[src/rtl/config_pkg.sv]
// Shared opcodes and FSM state encoding
// for the sequential UART ALU.
package config_pkg;

  localparam logic [7:0] OP_ECHO = 8'hEC;
  localparam logic [7:0] OP_ADD  = 8'hAD;
  localparam logic [7:0] OP_SUB  = 8'h5B;
  localparam logic [7:0] OP_MUL  = 8'hAC;
  localparam logic [7:0] OP_DIV  = 8'hD1;

  typedef enum logic [1:0] {
    IDLE = 2'd0,
    RUN  = 2'd1,
    DONE = 2'd2
  } alu_state_e;

endpackage

[src/rtl/alu_seq_if.sv]
// Start/ack handshake bundle between the
// command parser, the ALU and the serialiser.
interface alu_seq_if #(
  parameter int WIDTH_P = 32
);

  logic [7:0]           opcode_i;
  logic [WIDTH_P-1:0]   op1_i;
  logic [WIDTH_P-1:0]   op2_i;
  logic                 start_i;
  logic                 ready_o;
  logic                 busy_o;
  logic [2*WIDTH_P-1:0] result_o;
  logic                 valid_o;
  logic                 err_o;
  logic                 ack_i;

  modport slave (
    input  opcode_i, op1_i, op2_i,
    input  start_i, ack_i,
    output ready_o, busy_o,
    output result_o, valid_o, err_o
  );

  modport master (
    output opcode_i, op1_i, op2_i,
    output start_i, ack_i,
    input  ready_o, busy_o,
    input  result_o, valid_o, err_o
  );

endinterface

[src/rtl/alu_seq_muldiv.sv]
// Iterative shift-add multiplier and restoring
// divider sharing one counter and accumulator.
module alu_seq_muldiv #(
  parameter int WIDTH_P = 32
) (
  input  logic                 clk,
  input  logic                 rst_n,
  input  logic                 load_i,
  input  logic                 is_div_i,
  input  logic [WIDTH_P-1:0]   a_i,
  input  logic [WIDTH_P-1:0]   b_i,
  output logic                 done_o,
  output logic [2*WIDTH_P-1:0] result_o
);

  import config_pkg::*;

  localparam int W  = WIDTH_P;
  localparam int CW = $clog2(WIDTH_P + 1);

  logic [CW-1:0]  cnt;
  logic           run;
  logic           div_q;
  logic [W-1:0]   b_q;
  logic [2*W-1:0] acc;

  // mul: acc = {partial, multiplier}
  logic [W:0]     mul_sum;
  logic [2*W-1:0] mul_nxt;

  // div: acc = {remainder, dividend/quotient}
  logic [W:0]     rem_sh;
  logic [W:0]     div_diff;
  logic [2*W-1:0] div_nxt;

  assign mul_sum = {1'b0, acc[2*W-1:W]}
                 + (acc[0] ? {1'b0, b_q}
                           : {(W+1){1'b0}});
  assign mul_nxt = {mul_sum, acc[W-1:1]};

  assign rem_sh   = acc[2*W-1:W-1];
  assign div_diff = rem_sh - {1'b0, b_q};
  assign div_nxt  = div_diff[W]
    ? {rem_sh[W-1:0], acc[W-2:0], 1'b0}
    : {div_diff[W-1:0], acc[W-2:0], 1'b1};

  // high during the last iteration cycle
  assign done_o   = run & (cnt == CW'(W - 1));
  assign result_o = acc;

  always_ff @(posedge clk or negedge rst_n) begin
    if (!rst_n) begin
      cnt   <= '0;
      run   <= 1'b0;
      div_q <= 1'b0;
      b_q   <= '0;
      acc   <= '0;
    end else if (load_i) begin
      cnt   <= '0;
      run   <= 1'b1;
      div_q <= is_div_i;
      b_q   <= b_i;
      acc   <= {{W{1'b0}}, a_i};
    end else if (run) begin
      cnt <= cnt + 1'b1;
      acc <= div_q ? div_nxt : mul_nxt;
      if (done_o) begin
        run <= 1'b0;
      end
    end
  end

endmodule

[src/rtl/alu_seq.sv]
// Multi-cycle UART ALU: FSM, handshake and
// single-cycle ops; mul/div via alu_seq_muldiv.
module alu_seq #(
  parameter int WIDTH_P = 32
) (
  input logic    clk,
  input logic    rst_n,
  alu_seq_if.slave bus
);

  import config_pkg::*;

  localparam int W = WIDTH_P;

  alu_state_e     state;
  logic [2*W-1:0] res_q;
  logic           err_q;
  logic           use_md;

  logic           accept;
  logic           is_echo;
  logic           is_add;
  logic           is_sub;
  logic           is_mul;
  logic           is_div;
  logic           div_zero;
  logic           md_load;
  logic           md_done;
  logic [2*W-1:0] md_res;
  logic [W:0]     sum;
  logic [W:0]     diff;

  assign accept   = bus.start_i & (state == IDLE);
  assign is_echo  = bus.opcode_i == OP_ECHO;
  assign is_add   = bus.opcode_i == OP_ADD;
  assign is_sub   = bus.opcode_i == OP_SUB;
  assign is_mul   = bus.opcode_i == OP_MUL;
  assign is_div   = bus.opcode_i == OP_DIV;
  assign div_zero = bus.op2_i == '0;
  assign md_load  = accept
                  & (is_mul | (is_div & ~div_zero));

  assign sum  = {1'b0, bus.op1_i}
              + {1'b0, bus.op2_i};
  // bit W of the wrapped difference is the borrow
  assign diff = {1'b0, bus.op1_i}
              - {1'b0, bus.op2_i};

  alu_seq_muldiv #(
    .WIDTH_P (W)
  ) u_muldiv (
    .clk      (clk),
    .rst_n    (rst_n),
    .load_i   (md_load),
    .is_div_i (is_div),
    .a_i      (bus.op1_i),
    .b_i      (bus.op2_i),
    .done_o   (md_done),
    .result_o (md_res)
  );

  always_ff @(posedge clk or negedge rst_n) begin
    if (!rst_n) begin
      state  <= IDLE;
      res_q  <= '0;
      err_q  <= 1'b0;
      use_md <= 1'b0;
    end else begin
      unique case (state)
        IDLE: begin
          if (accept) begin
            res_q  <= '0;
            err_q  <= 1'b0;
            use_md <= 1'b0;
            state  <= DONE;
            unique case (1'b1)
              is_echo: begin
                res_q <= {{W{1'b0}}, bus.op1_i};
              end
              is_add: begin
                res_q <= {{(W-1){1'b0}}, sum};
              end
              is_sub: begin
                res_q <= {{(W-1){1'b0}}, diff};
              end
              is_mul: begin
                use_md <= 1'b1;
                state  <= RUN;
              end
              is_div & ~div_zero: begin
                use_md <= 1'b1;
                state  <= RUN;
              end
              is_div & div_zero: begin
                res_q <= {bus.op1_i, {W{1'b1}}};
                err_q <= 1'b1;
              end
              default: begin
                err_q <= 1'b1;
              end
            endcase
          end
        end
        RUN: begin
          if (md_done) begin
            state <= DONE;
          end
        end
        DONE: begin
          if (bus.ack_i) begin
            state <= IDLE;
          end
        end
        default: begin
          state <= IDLE;
        end
      endcase
    end
  end

  assign bus.ready_o  = state == IDLE;
  assign bus.busy_o   = state != IDLE;
  assign bus.valid_o  = state == DONE;
  assign bus.err_o    = err_q;
  assign bus.result_o = use_md ? md_res : res_q;

endmodule

[src/flat_wrapper.sv]
// flat-port wrapper written by rule: the top's interface ports become plain ports
module alu_seq_flat import config_pkg::*;
#(
  parameter int WIDTH_P = 32
)
  (clk, rst_n, bus_opcode_i, bus_op1_i, bus_op2_i, bus_start_i, bus_ack_i, bus_ready_o, bus_busy_o, bus_result_o, bus_valid_o, bus_err_o);
  alu_seq_if #(.WIDTH_P(WIDTH_P)) bus_i ();
  input logic clk;
  input logic rst_n;
  input wire logic [$bits(bus_i.opcode_i)-1:0] bus_opcode_i;
  input wire logic [$bits(bus_i.op1_i)-1:0] bus_op1_i;
  input wire logic [$bits(bus_i.op2_i)-1:0] bus_op2_i;
  input wire logic [$bits(bus_i.start_i)-1:0] bus_start_i;
  input wire logic [$bits(bus_i.ack_i)-1:0] bus_ack_i;
  output wire logic [$bits(bus_i.ready_o)-1:0] bus_ready_o;
  output wire logic [$bits(bus_i.busy_o)-1:0] bus_busy_o;
  output wire logic [$bits(bus_i.result_o)-1:0] bus_result_o;
  output wire logic [$bits(bus_i.valid_o)-1:0] bus_valid_o;
  output wire logic [$bits(bus_i.err_o)-1:0] bus_err_o;
  assign bus_i.opcode_i = bus_opcode_i;
  assign bus_i.op1_i = bus_op1_i;
  assign bus_i.op2_i = bus_op2_i;
  assign bus_i.start_i = bus_start_i;
  assign bus_i.ack_i = bus_ack_i;
  assign bus_ready_o = bus_i.ready_o;
  assign bus_busy_o = bus_i.busy_o;
  assign bus_result_o = bus_i.result_o;
  assign bus_valid_o = bus_i.valid_o;
  assign bus_err_o = bus_i.err_o;
  alu_seq #(.WIDTH_P(WIDTH_P)) u_core (.clk(clk), .rst_n(rst_n), .bus(bus_i));
endmodule
[config.mk]
export PLATFORM = sky130hd
export DESIGN_NAME = alu_seq_flat
export DESIGN_NICKNAME = d
export VERILOG_FILES = /design/src/rtl/config_pkg.sv /design/src/rtl/alu_seq_if.sv /design/src/rtl/alu_seq_muldiv.sv /design/src/rtl/alu_seq.sv /design/src/flat_wrapper.sv
export SDC_FILE = /design/constraint.sdc
export NUM_CORES = 1
export LEC_CHECK = 0
export BUFFER_PORTS_ARGS = -buffer_cell sky130_fd_sc_hd__buf_2
export CORE_MARGIN = 8
export CORE_UTILIZATION = 40
export CTS_CLUSTER_DIAMETER = 30
export DETAILED_ROUTE_END_ITERATION = 12
export PLACE_DENSITY_LB_ADDON = 0.3
export SYNTH_ARGS = -nofsm -noshare
export SYNTH_HDL_FRONTEND = slang
export SYNTH_HIERARCHICAL = 1
export SYNTH_SLANG_ARGS = --single-unit
export TNS_END_PERCENT = 50
[constraint.sdc]
create_clock -name clk -period 3.38 [get_ports clk]
set_clock_uncertainty 0.15 [all_clocks]
set_input_delay 0.676 -clock clk [delete_from_list [all_inputs] [get_ports clk]]
set_output_delay 0.676 -clock clk [all_outputs]
set_load 0.05 [all_outputs]
== Word-level counts from Yosys, hierarchy flattened ==
Index checks and enable logic that the tools add are counted.
Storage, ports and cells
  register bits: 172
  input port bits: 76
  output and inout bits: 68
  word-level logic and storage cells: 59
Cells by class
  add/sub/neg operators: 5
  equality and inequality tests: 11
  mux-type cells: 19
  bitwise gates (word level): 7
  reduce and logical (&&, ||, !) cells: 8
Operators with widths (count)
  2-to-1 mux 64 bit: 5
  case mux 64 bit (4 select lines): 1
  adder 32 x 32 -> 33 bit: 1
  adder 32 x 33 -> 33 bit: 1
  subtractor 32 x 32 -> 33 bit: 1
  subtractor 33 x 32 -> 33 bit: 1
  == test 8 bit, second input constant: 4
  logical NOT 32 bit: 1
  2-to-1 mux 32 bit: 1
  2-to-1 mux 6 bit: 2
  == test 8 x 7 -> 1 bit, second input constant: 1
  2-to-1 mux 2 bit: 4
  adder 6 x 1 -> 6 bit, second input constant: 1
  == test 6 x 5 -> 1 bit, second input constant: 1
  case mux 2 bit (3 select lines): 1
  AND 1 bit: 5
  2-to-1 mux 1 bit: 5
  OR reduction 5 bit: 1
  inequality test 2 x 1 -> 1 bit, second input constant: 2
  nonzero test 2 bit: 2
  AND reduction 3 bit: 1
  == test 2 x 1 -> 1 bit, second input constant: 1
  == test 2 bit, second input constant: 1
  logical NOT 2 bit: 1
  5 further kinds: 5

== Logic depth before layout (Yosys ltp) ==
Gate-level depths: netlist of run 1.
  depth after elaboration: 7
  gate-level depth with buffers: 18

== By module ==
Netlist of run 1, hierarchy kept.
Modules (own cells, without submodules)
  alu_seq_muldiv: times used 1, cells each 1072, area each 8593.2 µm², seq. area each 2602.5 µm²
  alu_seq: times used 1, cells each 737, area each 6170.9 µm², seq. area each 1701.6 µm²

== Worst setup path after synthesis of run 1 ==
Ideal clock, no wire load.
  path type: input to register
  start: input bus_op2_i[5]
  end: register u_core.res_q[31]
  setup time: 0.142 ns
  data arrival time: 4.282 ns
  required time: 3.088 ns
  setup slack: -1.195 ns
  stages on the path: 15
  path buffers: 1
  cells stage by stage: or4_4 or2_2 or3_1 o31ai_1 xor2_1 ha_1 buf_2 a21o_1 a31oi_1 o21ai_1 a221oi_1 nor2_1 a2111oi_0 xor2_1 o221ai_1
On the way
  word-level cells in the longest chain between the ends: 3
  elaborated cells between the ends (all ways): 5
  classes of those cells: add/sub: 2; mux: 1; bitwise: 1; reduce/logical: 1
Ends and longest elaborated chain
  start, declared: RTL line flat_wrapper.sv:12  | input wire logic [$bits(bus_i.op2_i)-1:0] bus_op2_i;
  parallel branches: the longest is 2 deep, another holds subtractor 32 x 32 -> 33 bit
  case mux 64 bit (4 select lines) *: RTL line alu_seq.sv:76  | unique case (1'b1)
  end signal, assigned: RTL line alu_seq.sv:78  | res_q <= {{W{1'b0}}, bus.op1_i};
  end signal, assigned: RTL line alu_seq.sv:81  | res_q <= {{(W-1){1'b0}}, sum};
  end signal, assigned: RTL line alu_seq.sv:95  | res_q <= {bus.op1_i, {W{1'b1}}};
  end, declared: RTL line alu_seq.sv:16  | logic [2*W-1:0] res_q;
Every way passes the cells marked *.
A chain may end at the register's enable or synchronous reset.

== Worst setup path in the final report of run 1 ==
Same ends and word-level chain as after synthesis.

==> results.md, run 1 <==
* Final WS setup at -0.726 ns
* Leakage at 0.00979 uW
* CP Class: in2reg
* Post-placement setup slack at -1.22 ns
* Grt ovf at 0
* Root Buffer: clkbuf_16
* Warnings, synthesis at 6
* First-pass GRT wire length at 84000 um
* Final setup violation count at 59
* Vias per std cell at 5.63
* Vias in the first global route at 15500
* Clk Latency, worst-skew pair at 0.45 ns
* Vias post-DR at 15400
* Gate power share at 0.638
* Area delta synth->final at 34.8%
* Leading area contributor after synthesis: dfrtp_1
* Fin crit share at 1.21
* R2R cell count at 15
* Failing checks: setup timing
* Share of layout cells above drive strength 1 at 0.327
* Sw frac at 0.463
* Seq pwr share at 0.215
* Initial Util at 0.404
* CTS tree: built
* H-tree levels at 4
* Max Buffers Root-to-Sink at 2
* Max Cap Viol at 0
* Largest net degree at the start of global routing at 76
* Tightest Hold Check Type: in2async
* Hpwl dp at 40700 um
* Antenna viol nets, final at 0
* Synth Flop Type: dfrtp_1
* Top achievable clock speed at 244 MHz
* Post-synth ARST share at 1.00
* IO Pins at 144
* Cell internal pwr at 7490 uW
* Worst reg2reg setup slack at -0.55 ns
* Worst Setup SP: bus_op2_i[5]
* Synth top area share at 0.292
* Critical Path End: u_core/res_q[31]$_DFFE_PN0P_
* Clock group share of total power at 0.147
* Mapped Nets at 1986
* Slew HR at 0.396
* Initial DRC Count at 1091
* Design area at 19900 um2
* Mean Syn Cell Area at 8.16 um2
* # clock sinks at 172
* Design Power at 14000 uW
* Chip height at 208 um
* DRC viols at 0
* Drt wl/cell at 19.5 um
* Hold_buf cts at 0
* Commonest non-fill, non-tap cell in the layout: buf_4
* CTS clk-pin slew, worst paths at 0.07 ns
* Synth cell types at 85
* Max FO, Critical Path at 4
* Chip width at 208 um
* CP arrival at 4.25 ns
* EDFF count, synth at 0
* Status: finished, violations left
* DR pass1 iterations at 5
* Final WL at 53300 um
* Reg-to-Reg End: u_core/u_muldiv/result_o[34]$_DFFE_PN0P_
* Setup crit end kind: flop
* Register area share after synthesis at 0.292
* Final min period at 4.11 ns
* GRT Total Usage at 0.238
* Slew Viols, Final at 0
* Unrepaired setup endpoints after global routing: true
* Final Net Count at 2427
* Synth Register Bits at 172
* Placed cell area at 18600 um2
* Die ar. at 43300 um2
* Worst endpoint required time at 3.52 ns
* Top cells by area, synth: dfrtp_1 29%, ha_1 8.3%, nand2_1 6.3%
* Buffers on Ports at 143
* Switching power at 6460 uW
* Reg-to-Reg Start: u_core/u_muldiv/result_o[31]$_DFFE_PN0P_
* Antenna diodes at 0
* IR drop worst, VDD at 0.000332 V
* Initial antenna violation count at 0
* Synth Cell Area at 14800 um2
* Pwr per Cell Area at 701 nW/um2
* Synth Instances at 1809
* Most frequent cells in the layout: 354 x buf_4, 239 x nand2_1, 170 x dfrtp_1
* CTS buffer count at 17
* Worst-Margin Slew at 0.905 ns
* Row cnt at 70
* Core Area at 36500 um2
* Worst Setup Start Kind: input pin
* Routability cong. at 0.960
* Final Hold Viols at 0
critical path, stage by stage:
cell and delay (ns):
buf_6 0.09, or4_4 0.55, or2_4 0.29, nor3_4 0.14, buf_6 0.13, buf_12 0.10, nand2_1 0.09, o31ai_2 0.21
xor2_1 0.22, ha_1 0.29, buf_4 0.16, a21o_1 0.18, a221oi_4 0.35, nor2_1 0.11, a2111oi_2 0.33, xor2_1 0.18
o221ai_1 0.14
power groups by stage:
stage | combinational, uW | clock (uW) | sequential (uW)
floorplan | 5610 | 0 | 2890
global placement | 8490 | 0 | 3010
detailed placement | 8600 | 0 | 3020
CTS | 8740 | 2080 | 2990
global route | 9660 | 2160 | 3060
finish | 8900 | 2050 | 3000
kinds of logic after synthesis:
kind of cell	count (synthesis)	share of synthesized area
AND/OR/NAND/NOR	597	0.189
AO/OA/AOI/OAI	538	0.231
flip-flops	172	0.292
buffers and inverters	170	0.0473
multiplexers	116	0.0842
XOR/XNOR	115	0.0695
adder cells (fa/ha/maj)	101	0.0871
area by class of cell:
type                            instances  area [um2]
Multi-Input combinational cell       1467       10400
Fill cell                            3332       16600
Clock inverter                         13         149
Tap cell                              468         586
Clock buffer                           19         443
Sequential cell                       172        4310
Inverter                               71         267
Timing Repair Buffer                  521        3770
state kept, by name, indices dropped and copies added, names as in the netlist:
name	flops
u_core/u_muldiv/result_o	64
u_core/bus.err_o	1
u_core/u_muldiv/b_q	32
u_core/u_muldiv/cnt	6
u_core/u_muldiv/div_q	1
u_core/use_md	1
u_core/state	2
u_core/res_q	64
u_core/u_muldiv/run	1
metrics by stage:
| stage | TNS, ns | hold slack, ns | utilization | instances |
|---|---|---|---|---|
| 2_1_floorplan | -12.23 | 0.230 | - | 1809 |
| 3_3_place_gp | -58.46 | 0.299 | 0.508 | 2671 |
| 3_5_place_dp | -59.92 | 0.304 | 0.508 | 2671 |
| 4_1_cts | -21.31 | 0.0284 | 0.534 | 2715 |
| 5_1_grt | -33.69 | 0.0445 | 0.545 | 2731 |
| 6_report | -25.74 | 0.0188 | 0.545 | 2731 |
routing by layer:
metal	up-vias	track usage	wire (um)
li1	7391	-	-
met1	7368	0.304	23300
met2	510	0.403	25400
met3	109	0.0319	2590
met4	0	0.0928	1990
met5	-	0	0
synth_stat cells, drive strengths merged (5+ instances only):
cell type / count
ha: 98
xnor2: 54
nor2b: 10
o31ai: 15
nor3: 26
o211ai: 9
and2: 41
dfrtp: 172
nand3: 60
nor3b: 7
and3: 13
a211oi: 18
o221ai: 16
or3: 13
a31oi: 26
xor2: 61
o21bai: 12
o21ai: 173
nor4: 5
nor2: 125
clkbuf: 77
inv: 71
mux2: 66
a21o: 43
o41ai: 5
a22oi: 17
nand2b: 16
buf: 22
a21oi: 130
nand4: 17
mux2i: 50
o21a: 14
nand2: 247
a221oi: 16
a311o: 5
what timing repair did:
action	4_1_cts	5_1_grt
gates resized for setup	51	59
setup buffers	12	16
endpoints found under the setup margin	59	92
pin swaps	40	55
cloned	0	1
worst min-delay path by stage:
stage,to,slack (ns)
3_3_place_gp,u_core/res_q[34]$_DFFE_PN0P_,0.30
6_report,u_core/u_muldiv/result_o[25]$_DFFE_PN0P_,0.02
3_5_place_dp,u_core/res_q[56]$_DFFE_PN0P_,0.30
2_1_floorplan,u_core/bus.err_o$_DFFE_PN0P_,0.23
4_1_cts,u_core/u_muldiv/result_o[25]$_DFFE_PN0P_,0.03
5_1_grt,u_core/u_muldiv/result_o[25]$_DFFE_PN0P_,0.04
Power figures use the tool's default switching activity.
==> run 2, diff against run 1 <==
Settings changed: CAP_MARGIN from default to 20, CORE_ASPECT_RATIO from default to 0.8.
==> results.md, run 2 (synthesis gave the netlist of run 1 again) <==
* Fillers at 3294
* Grt ovf at 0
* Worst endpoint required time at 3.51 ns
* Worst Hold Path Cells at 2
* Worst path buffer plus inverter count at 2
* IO Pins at 144
* Setup TNS at -15.83 ns
* Drt wl/cell at 20.6 um
* Worst reg2reg setup slack at -0.29 ns
* Final setup violation count at 55
* Fin crit share at 1.24
* Antenna diodes at 0
* Reg-to-Reg Start: u_core/u_muldiv/result_o[31]$_DFFE_PN0P_
* Slowest stage delay, CP at 0.59 ns
* Final WS setup at -0.812 ns
* Max Cap Viol at 0
* Final Net Count at 2469
* Initial antenna violation count at 3
* CTS clk-pin slew, worst paths at 0.07 ns
* Slowest cell on crit path: or4_4
* GRT Total Usage at 0.255
* Final Hold Viols at 0
* Setup crit end kind: flop
* Routability cong. at 0.977
* Clk Latency, worst-skew pair at 0.46 ns
* Slew Viols, Final at 0
* Initial Util at 0.402
* Buffers on Ports at 143
* Leakage at 0.0102 uW
* CTS buffer count at 17
* Top achievable clock speed at 239 MHz
* Chip height at 188 um
* Final WL at 57500 um
* Vias post-DR at 16100
* Hold EP: u_core/res_q[55]$_DFFE_PN0P_
* Pwr per Cell Area at 736 nW/um2
* Vias per std cell at 5.75
* DR pass1 iterations at 6
* Reg-to-Reg End: u_core/u_muldiv/result_o[33]$_DFFE_PN0P_
* Cell mode on critical path: xor2_1
* CTS tree: built
* Initial DRC Count at 1760
* IR drop worst, VDD at 0.000513 V
* Vias in the first global route at 15800
* Antenna viol nets, final at 0
* H-tree levels at 4
* # clock sinks at 172
* Row cnt at 63
* Core Area at 36700 um2
* Commonest non-fill, non-tap cell in the layout: buf_4
* Chip width at 231 um
* Most frequent cells in the layout: 368 x buf_4, 231 x nand2_1, 168 x dfrtp_1
* Final Util at 0.568
* Root Buffer: clkbuf_16
* Status: finished, violations left
* HP Start: u_core/res_q[55]$_DFFE_PN0P_
* Final min period at 4.19 ns
* CP arrival at 4.32 ns
* DRC viols at 0
* CP Cell Sequence: buf_6, or4_4, or2_4, or3_4, o41ai_4, xor2_1, ha_1, a21o_1, a31oi_1, o21ai_1, a221oi_2, buf_4, o21ai_4, a211oi_2, xor2_1, o221ai_1
* Worst Setup Start Kind: input pin
* R2R cell count at 16
* Max Buffers Root-to-Sink at 2
* Tightest Hold Check Type: reg2reg
* Slew HR at 0.306
* Hpwl dp at 42600 um
* Share of layout cells above drive strength 1 at 0.369
* Unrepaired setup endpoints after global routing: true
* Worst-Margin Slew at 1.04 ns
* Failing checks: setup timing
* CP Class: in2reg
* Largest net degree at the start of global routing at 96
* Delay-heaviest family, CP: compound AO/OA/AOI/OAI gates
* Die ar. at 43400 um2
* Area delta synth->final at 41.4%
* Max FO, Critical Path at 4
* First-pass GRT wire length at 88300 um
-- run 2: cell count changes in the layout (fill, tap and decap cells not counted), moves of 5 or more --
| cell | change |
|---|---|
| nand2_1 | -8 |
| ha_1 | -7 |
| o21ai_0 | -13 |
| o21ai_1 | +10 |
| nor3_1 | -6 |
| ha_4 | +6 |
| nor3_2 | +5 |
| nor2_1 | -7 |
| buf_6 | +22 |
| buf_4 | +14 |
-- run 2: routing by layer --
| layer | global-route usage | share of wire |
|---|---|---|
| met5 | 0 | 0.00042 |
| met3 | 0.0473 | 0.078 |
| met2 | 0.391 | 0.44 |
| met1 | 0.362 | 0.46 |
| met4 | 0.0689 | 0.022 |
-- run 2: worst reg2reg max path: cells and delay by family (launching register included) --
kind / cells / cell delay [ns]
flip-flops: 1 / 0.46
adder cells (fa/ha/maj): 2 / 0.51
XOR/XNOR: 1 / 0.17
AO/OA/AOI/OAI: 6 / 1.14
AND/OR/NAND/NOR: 3 / 0.58
buffers and inverters: 4 / 0.60
-- run 2: through the flow --
stage	area (um2)	worst slack [ns]	hold WS [ns]	cells	total power (uW)
after detailed placement	18600	-1.28	0.304	2694	11800
final	20900	-0.812	0.322	2792	15400
after floorplan	15000	-0.853	0.230	1809	8510
after CTS	20300	-0.697	0.318	2775	14600
after global routing	20900	-0.918	0.332	2792	16300
after global placement	18600	-1.21	0.297	2694	11600
-- run 2: worst max-delay path by stage --
stage / endpoint / cells after the start / from
3_5_place_dp: u_core/res_q[31]$_DFFE_PN0P_ / 16 / bus_op2_i[8]
2_1_floorplan: u_core/res_q[31]$_DFFE_PN0P_ / 15 / bus_op2_i[8]
6_report: u_core/res_q[27]$_DFFE_PN0P_ / 16 / bus_op2_i[5]
5_1_grt: u_core/res_q[27]$_DFFE_PN0P_ / 16 / bus_op2_i[5]
3_3_place_gp: u_core/res_q[31]$_DFFE_PN0P_ / 16 / bus_op2_i[8]
4_1_cts: u_core/res_q[31]$_DFFE_PN0P_ / 18 / bus_op2_i[1]
-- run 2: area by class of cell --
cell class,instances,area [um2],share of cell area
sequential,172,4310,0.206
clock buffer,17,425,0.0204
clock inverter,15,139,0.00665
tap,487,609,0.0292
inverter,71,272,0.0130
timing repair buffer,563,4280,0.205
multi-input combinational,1467,10800,0.519
-- run 2: timing repair --
item	4_1_cts	5_1_grt
setup endpoints to repair	58	87
buffers inserted	46	23
resized for setup	159	98
pin swaps	107	73
hold buffers	1	0
gates cloned	3	2
endpoints found under the hold margin	19	0
-- run 2: report_power, final --
group          switching (uW)  internal (uW)  total (uW)
clock network             954           1030        1980
logic                    5610           4730       10300
registers                 525           2510        3030
